`src/rtl/rambus_sample_streamer.sv`:
```
// rambus_sample_streamer
//   Wishbone read master on a project's rambus port. Prefetches a table of
//   32-bit words from the shared OpenRAM into a small FIFO and replays them
//   as samples, one every rate_div+1 clocks.
// Ports
//   wb_clk_i / wb_rst_i        clock and synchronous active-high reset
//   enable                     level-sensitive run request
//   start_word / end_word      inclusive table bounds (word indices, wrap 255->0)
//   loop                       repeat the table indefinitely
//   rate_div                   sample period minus one, in clocks
//   rambus_wb_*                wishbone master signals (read only)
//   sample_o / sample_valid_o  current sample and its one-cycle update strobe
//   busy_o / done_o            run in progress / non-loop run finished
//   underrun_o                 sticky: a sample tick found the FIFO empty
module rambus_sample_streamer #(
    parameter int unsigned FIFO_DEPTH = 4
) (
    input  logic        wb_clk_i,
    input  logic        wb_rst_i,
    input  logic        enable,
    input  logic [7:0]  start_word,
    input  logic [7:0]  end_word,
    input  logic        loop,
    input  logic [15:0] rate_div,
    output logic        rambus_wb_clk_o,
    output logic        rambus_wb_rst_o,
    output logic        rambus_wb_cyc_o,
    output logic        rambus_wb_stb_o,
    output logic        rambus_wb_we_o,
    output logic [3:0]  rambus_wb_sel_o,
    output logic [31:0] rambus_wb_dat_o,
    output logic [9:0]  rambus_wb_adr_o,
    input  logic        rambus_wb_ack_i,
    input  logic [31:0] rambus_wb_dat_i,
    output logic [31:0] sample_o,
    output logic        sample_valid_o,
    output logic        busy_o,
    output logic        done_o,
    output logic        underrun_o
);

    localparam int unsigned AW = $clog2(FIFO_DEPTH);
    localparam logic [AW:0] DepthC = (AW + 1)'(FIFO_DEPTH);

    typedef enum logic [2:0] {StIdle, StPrime, StRun, StDrain, StFinish} state_e;

    state_e state_q, state_d;

    logic [7:0]    start_q, start_d, end_q, end_d, word_ptr_q, word_ptr_d;
    logic          loop_q, loop_d, fetch_done_q, fetch_done_d, cyc_q, cyc_d;
    logic [15:0]   rate_q, rate_d, div_q, div_d;
    logic [31:0]   sample_q, sample_d;
    logic          sample_valid_q, sample_valid_d, underrun_q, underrun_d;
    logic [AW-1:0] wr_ptr_q, wr_ptr_d, rd_ptr_q, rd_ptr_d;
    logic [AW:0]   count_q, count_d;
    logic [31:0]   fifo_q [FIFO_DEPTH];

    logic fetching, ack_seen, more_words, fifo_full, fifo_empty;
    logic tick, table_done, push, pop, issue;

    assign fetching   = (state_q == StPrime) || (state_q == StRun);
    assign ack_seen   = cyc_q & rambus_wb_ack_i;
    assign more_words = loop_q | ~fetch_done_q;
    assign fifo_full  = (count_q == DepthC);
    assign fifo_empty = (count_q == '0);
    assign tick       = (state_q == StRun) && (div_q == 16'd0);
    // fetch_done_q is only ever set for non-loop runs
    assign table_done = fetch_done_q & fifo_empty;
    assign push       = ack_seen & fetching;
    assign pop        = tick & ~fifo_empty;
    // cyc_q low means nothing outstanding, so count alone bounds occupancy.
    // Gating with enable keeps a new cycle from opening on the way into DRAIN.
    assign issue      = fetching & enable & ~cyc_q & ~fifo_full & more_words;

    // State register
    always_ff @(posedge wb_clk_i) begin
        if (wb_rst_i) state_q <= StIdle;
        else          state_q <= state_d;
    end

    // Next-state logic
    always_comb begin
        state_d = state_q;
        unique case (state_q)
            StIdle:   if (enable) state_d = StPrime;
            StPrime: begin
                if (!enable)                        state_d = StDrain;
                else if (fifo_full || fetch_done_q) state_d = StRun;
            end
            StRun: begin
                if (!enable)        state_d = StDrain;
                else if (table_done) state_d = StFinish;
            end
            StDrain:  if (!cyc_q) state_d = StIdle;
            StFinish: if (!enable) state_d = StIdle;
            default:  state_d = StIdle;
        endcase
    end

    // FSM outputs
    always_comb begin
        busy_o = 1'b0;
        done_o = 1'b0;
        unique case (state_q)
            StPrime, StRun, StDrain: busy_o = 1'b1;
            StFinish:                done_o = 1'b1;
            default: begin end
        endcase
    end

    // Datapath next-state
    always_comb begin
        start_d        = start_q;
        end_d          = end_q;
        loop_d         = loop_q;
        rate_d         = rate_q;
        word_ptr_d     = word_ptr_q;
        fetch_done_d   = fetch_done_q;
        cyc_d          = cyc_q;
        div_d          = div_q;
        sample_d       = sample_q;
        sample_valid_d = 1'b0;
        underrun_d     = underrun_q;
        wr_ptr_d       = wr_ptr_q;
        rd_ptr_d       = rd_ptr_q;
        count_d        = count_q;

        if (state_q == StIdle && enable) begin
            start_d      = start_word;
            end_d        = end_word;
            loop_d       = loop;
            rate_d       = rate_div;
            word_ptr_d   = start_word;
            fetch_done_d = 1'b0;
            underrun_d   = 1'b0;
        end

        // Ack closes the cycle; the next request waits at least one idle clock.
        if (ack_seen)   cyc_d = 1'b0;
        else if (issue) cyc_d = 1'b1;

        if (push) begin
            wr_ptr_d = wr_ptr_q + 1'b1;
            if (word_ptr_q == end_q) begin
                if (loop_q) word_ptr_d = start_q;
                else        fetch_done_d = 1'b1;
            end else begin
                word_ptr_d = word_ptr_q + 8'd1;
            end
        end

        if (state_q == StPrime)  div_d = rate_q;
        else if (state_q == StRun) div_d = (div_q == 16'd0) ? rate_q : div_q - 16'd1;

        if (pop) begin
            sample_d       = fifo_q[rd_ptr_q];
            sample_valid_d = 1'b1;
            rd_ptr_d       = rd_ptr_q + 1'b1;
        end else if (tick && !table_done) begin
            underrun_d = 1'b1;
        end

        unique case ({push, pop})
            2'b10:   count_d = count_q + 1'b1;
            2'b01:   count_d = count_q - 1'b1;
            default: count_d = count_q;
        endcase

        // Abort: once the bus is quiet, throw away whatever was prefetched.
        if (state_q == StDrain && !cyc_q) begin
            wr_ptr_d = '0;
            rd_ptr_d = '0;
            count_d  = '0;
        end
    end

    always_ff @(posedge wb_clk_i) begin
        if (wb_rst_i) begin
            start_q        <= '0;
            end_q          <= '0;
            loop_q         <= 1'b0;
            rate_q         <= '0;
            word_ptr_q     <= '0;
            fetch_done_q   <= 1'b0;
            cyc_q          <= 1'b0;
            div_q          <= '0;
            sample_q       <= '0;
            sample_valid_q <= 1'b0;
            underrun_q     <= 1'b0;
            wr_ptr_q       <= '0;
            rd_ptr_q       <= '0;
            count_q        <= '0;
        end else begin
            start_q        <= start_d;
            end_q          <= end_d;
            loop_q         <= loop_d;
            rate_q         <= rate_d;
            word_ptr_q     <= word_ptr_d;
            fetch_done_q   <= fetch_done_d;
            cyc_q          <= cyc_d;
            div_q          <= div_d;
            sample_q       <= sample_d;
            sample_valid_q <= sample_valid_d;
            underrun_q     <= underrun_d;
            wr_ptr_q       <= wr_ptr_d;
            rd_ptr_q       <= rd_ptr_d;
            count_q        <= count_d;
        end
    end

    // FIFO storage needs no reset; count_q qualifies every read.
    always_ff @(posedge wb_clk_i) begin
        if (push) fifo_q[wr_ptr_q] <= rambus_wb_dat_i;
    end

    assign rambus_wb_clk_o = wb_clk_i;
    assign rambus_wb_rst_o = wb_rst_i;
    assign rambus_wb_cyc_o = cyc_q;
    assign rambus_wb_stb_o = cyc_q;
    assign rambus_wb_we_o  = 1'b0;
    assign rambus_wb_sel_o = 4'hF;
    assign rambus_wb_dat_o = 32'h0;
    assign rambus_wb_adr_o = {word_ptr_q, 2'b00};
    assign sample_o        = sample_q;
    assign sample_valid_o  = sample_valid_q;
    assign underrun_o      = underrun_q;

endmodule

```
`config.mk`:
```
export PLATFORM = sky130hd
export DESIGN_NAME = rambus_sample_streamer
export DESIGN_NICKNAME = d
export VERILOG_FILES = /design/src/rtl/rambus_sample_streamer.sv
export SDC_FILE = /design/constraint.sdc
export NUM_CORES = 1
export LEC_CHECK = 0
export ABC_CLOCK_PERIOD_IN_PS = 5050
export CAP_MARGIN = 20
export CORE_ASPECT_RATIO = 0.9
export CORE_UTILIZATION = 25
export CTS_CLUSTER_DIAMETER = 150
export DETAILED_ROUTE_END_ITERATION = 6
export GPL_TIMING_DRIVEN = 0
export SLEW_MARGIN = 20
export SYNTH_ARGS = -nofsm -noshare
export SYNTH_HDL_FRONTEND = slang
export SYNTH_SLANG_ARGS = --single-unit
export TNS_END_PERCENT = 20
```
`constraint.sdc`:
```
create_clock -name wb_clk_i -period 5.05 [get_ports wb_clk_i]
set_clock_uncertainty 0.1 [all_clocks]
set_input_delay 0.505 -clock wb_clk_i [delete_from_list [all_inputs] [get_ports wb_clk_i]]
set_output_delay 0.505 -clock wb_clk_i [all_outputs]
set_load 0.005 [all_outputs]
```
==> run metrics <==
status=finished clean; Worst-path clk slew=around 0.060 ns; drt drc=0; WL final=25.0 mm; Worst Hold Class=in -> reg; critical path endpoint category=output pin; asr flop ratio synth=0; vias in the first global route=6702; Worst setup SP type=clock port; initial antenna violation count=1; dpl hpwl=between 15 and 20 mm; CTS Hold Bufs=0; Pins Over Slew Limit=0; Post-Syn Area=about 0.01 mm²; detailed-router iteration count before antenna repair=5; max_slew headroom=0.391; Post-Place Setup Slack=about 1.4 ns; first-pass GRT wire length=around 38 mm; Hold Vio Cnt, Final=0; Port Buffers=114; Worst EP required=about 4.5 ns; fin worst setup slack=1.14 ns; core area=0.0384 mm²; Peak VDD IR=about 0.26 mV; routability cong.=a little under 0.9; post-cts sizing count=0; Die ar.=just under 0.04 mm²; Die X=between 200 and 250 µm; Setup Viol. Count Final=0; area added between synthesis and finish=30.6%; worst skew pair latency=between 0.6 and 0.7 ns; Layout Nets=approximately 1100; Max-Cap Viols=0; Rows=68; DIE HEIGHT=189 µm; vias=between 6000 and 7000; setup bufs post-CTS=0; syn avg cell area=approximately 12 µm²; Leak Pwr=between 4 and 5 nW; Worst-Margin Slew=about 0.91 ns; Iter 0 DRT Violations=around 330; flops & latches, synth=between 200 and 250; most frequent cells in the layout=nand2_1, edfxtp_1, clkdlybuf4s50_1; Syn Inst Count=822; Fin Setup TNS=0 ns; total gr overflow=0; synth warn=0; post-synthesis cell type count=58; crit-path max FO=2; RSZ-0062 raised after global routing=no; critical path class=clk -> out; wire per inst=between 15 and 20 µm; share of layout cells above drive strength 1=0.143; commonest non-fill, non-tap cell in the layout=nand2_1; register area share after synthesis=0.606; fill cell count=3837; via/cell ratio=between 4 and 5; top_reg_cell synth=edfxtp_1; arrival time worst endpoint=3.31 ns; PwrDens=about 420 mW/mm²; initial core utilization=0.254; Top Ports=156; TritonCTS clock tree=yes; all-layer global routing usage=0.125; EDFF count, synth=roughly 130; largest net degree at the start of global routing=26; DRT antenna net count=0
-- registers in the layout, indices dropped and copies added, names as in the netlist --
register and flops:
count_q 3, div_q 16, end_q 8, fetch_done_q 1
fifo_q 128, loop_q 1, rambus_wb_cyc_o 1, rate_q 16
rd_ptr_q 2, sample_o 32, sample_valid_o 1, start_q 8
state_q 3, underrun_o 1, word_ptr_q 8, wr_ptr_q 2
-- per-stage QoR --
step	util	total power, mW	cells	instance area (µm²)	hold slack, ns
final	0.332	5.36	1556	12700	0.168
after global routing	0.332	5.64	1555	12700	0.186
after detailed placement	0.307	3.34	1502	11800	0.343
after floorplan	-	3.00	859	9880	0.331
after CTS	0.332	5.40	1555	12700	0.146
after global placement	0.304	3.33	1498	11700	0.338
-- cell type report --
type | count | area (µm²) | area share
Clock buffer | 39 | 821 | 0.0645
Tap cell | 525 | 657 | 0.0516
Buffer | 91 | 541 | 0.0425
Sequential cell | 231 | 5910 | 0.464
Clock inverter | 15 | 148 | 0.0116
Antenna cell | 1 | 2.50 | 0.000197
Timing Repair Buffer | 117 | 1210 | 0.0952
Inverter | 22 | 82.6 | 0.00649
Multi-Input combinational cell | 515 | 3360 | 0.264
-- critical path, stage by stage --
cell and delay (ns):
clkbuf_16 0.12, clkbuf_16 0.13, buf_4 0.11, clkdlybuf4s50_1 0.43
-- path summary, 6_finish.rpt --
| check | startpoint | to | slack [ns] | cells after the start |
|---|---|---|---|---|
| min reg2reg | start_q[4] | start_q[4] | 0.35 | 2 |
| min | enable | state_q[2] | 0.17 | 2 |
| max reg2reg | div_q[0] | count_q[2] | 1.93 | 11 |
| max | wb_clk_i | rambus_wb_clk_o | 1.14 | 4 |
-- synth_stat cells, types with 2 or more instances --
master       n  area, µm²
nand2_1    155        582
edfxtp_1   128       3840
dfxtp_1    103       2060
a21oi_1     90        450
buf_4       43        323
clkbuf_1    32        120
mux4_2      32        721
nor2_1      26       97.6
inv_1       22       82.6
xor2_1      14        123
mux2i_1     12        120
nand3_1     12       60.1
o21ai_0     12       60.1
nor3_1      10       50.1
nor4_1       9       56.3
a31oi_1      7       43.8
and3_1       7       43.8
ha_1         7       87.6
nand2b_1     7       43.8
a2bb2oi_1    6       52.6
and2_1       6       37.5
buf_1        6       22.5
buf_2        6       30.0
nand4_1      6       37.5
o32ai_1      6       52.6
or3_1        6       37.5
xnor2_1      6       52.6
a211oi_1     5       37.5
buf_6        4       45.0
or4_1        3       22.5
a2111oi_2    2       30.0
a31o_2       2       17.5
conb_1       2       7.51
nor2b_1      2       12.5
nor3_4       2       32.5
nor4_4       2       42.5
-- power by group --
part | switching [mW] | internal, mW | leakage, nW
combinational | 0.652 | 0.472 | 1.96
sequential | 0.101 | 2.07 | 1.99
clock | 0.809 | 1.26 | 0.480
total | 1.56 | 3.80 | 4.43
-- routing by layer --
layer  track usage  vias up  routed length (µm)
met5             0        -                  11
met4        0.0345        2                 482
met3        0.0367       40                1840
met2         0.198      240               11200
met1         0.167     3230               11400
li1              -     3272                   -
-- kinds of logic after synthesis --
group,synth area share
simple gates,0.123
buf+inv,0.0639
flops,0.606
compound gates,0.0898
other cells,0.000771
mux,0.0874
fa+ha+maj,0.0110
xor+xnor,0.0180
Power figures use the tool's default switching activity.
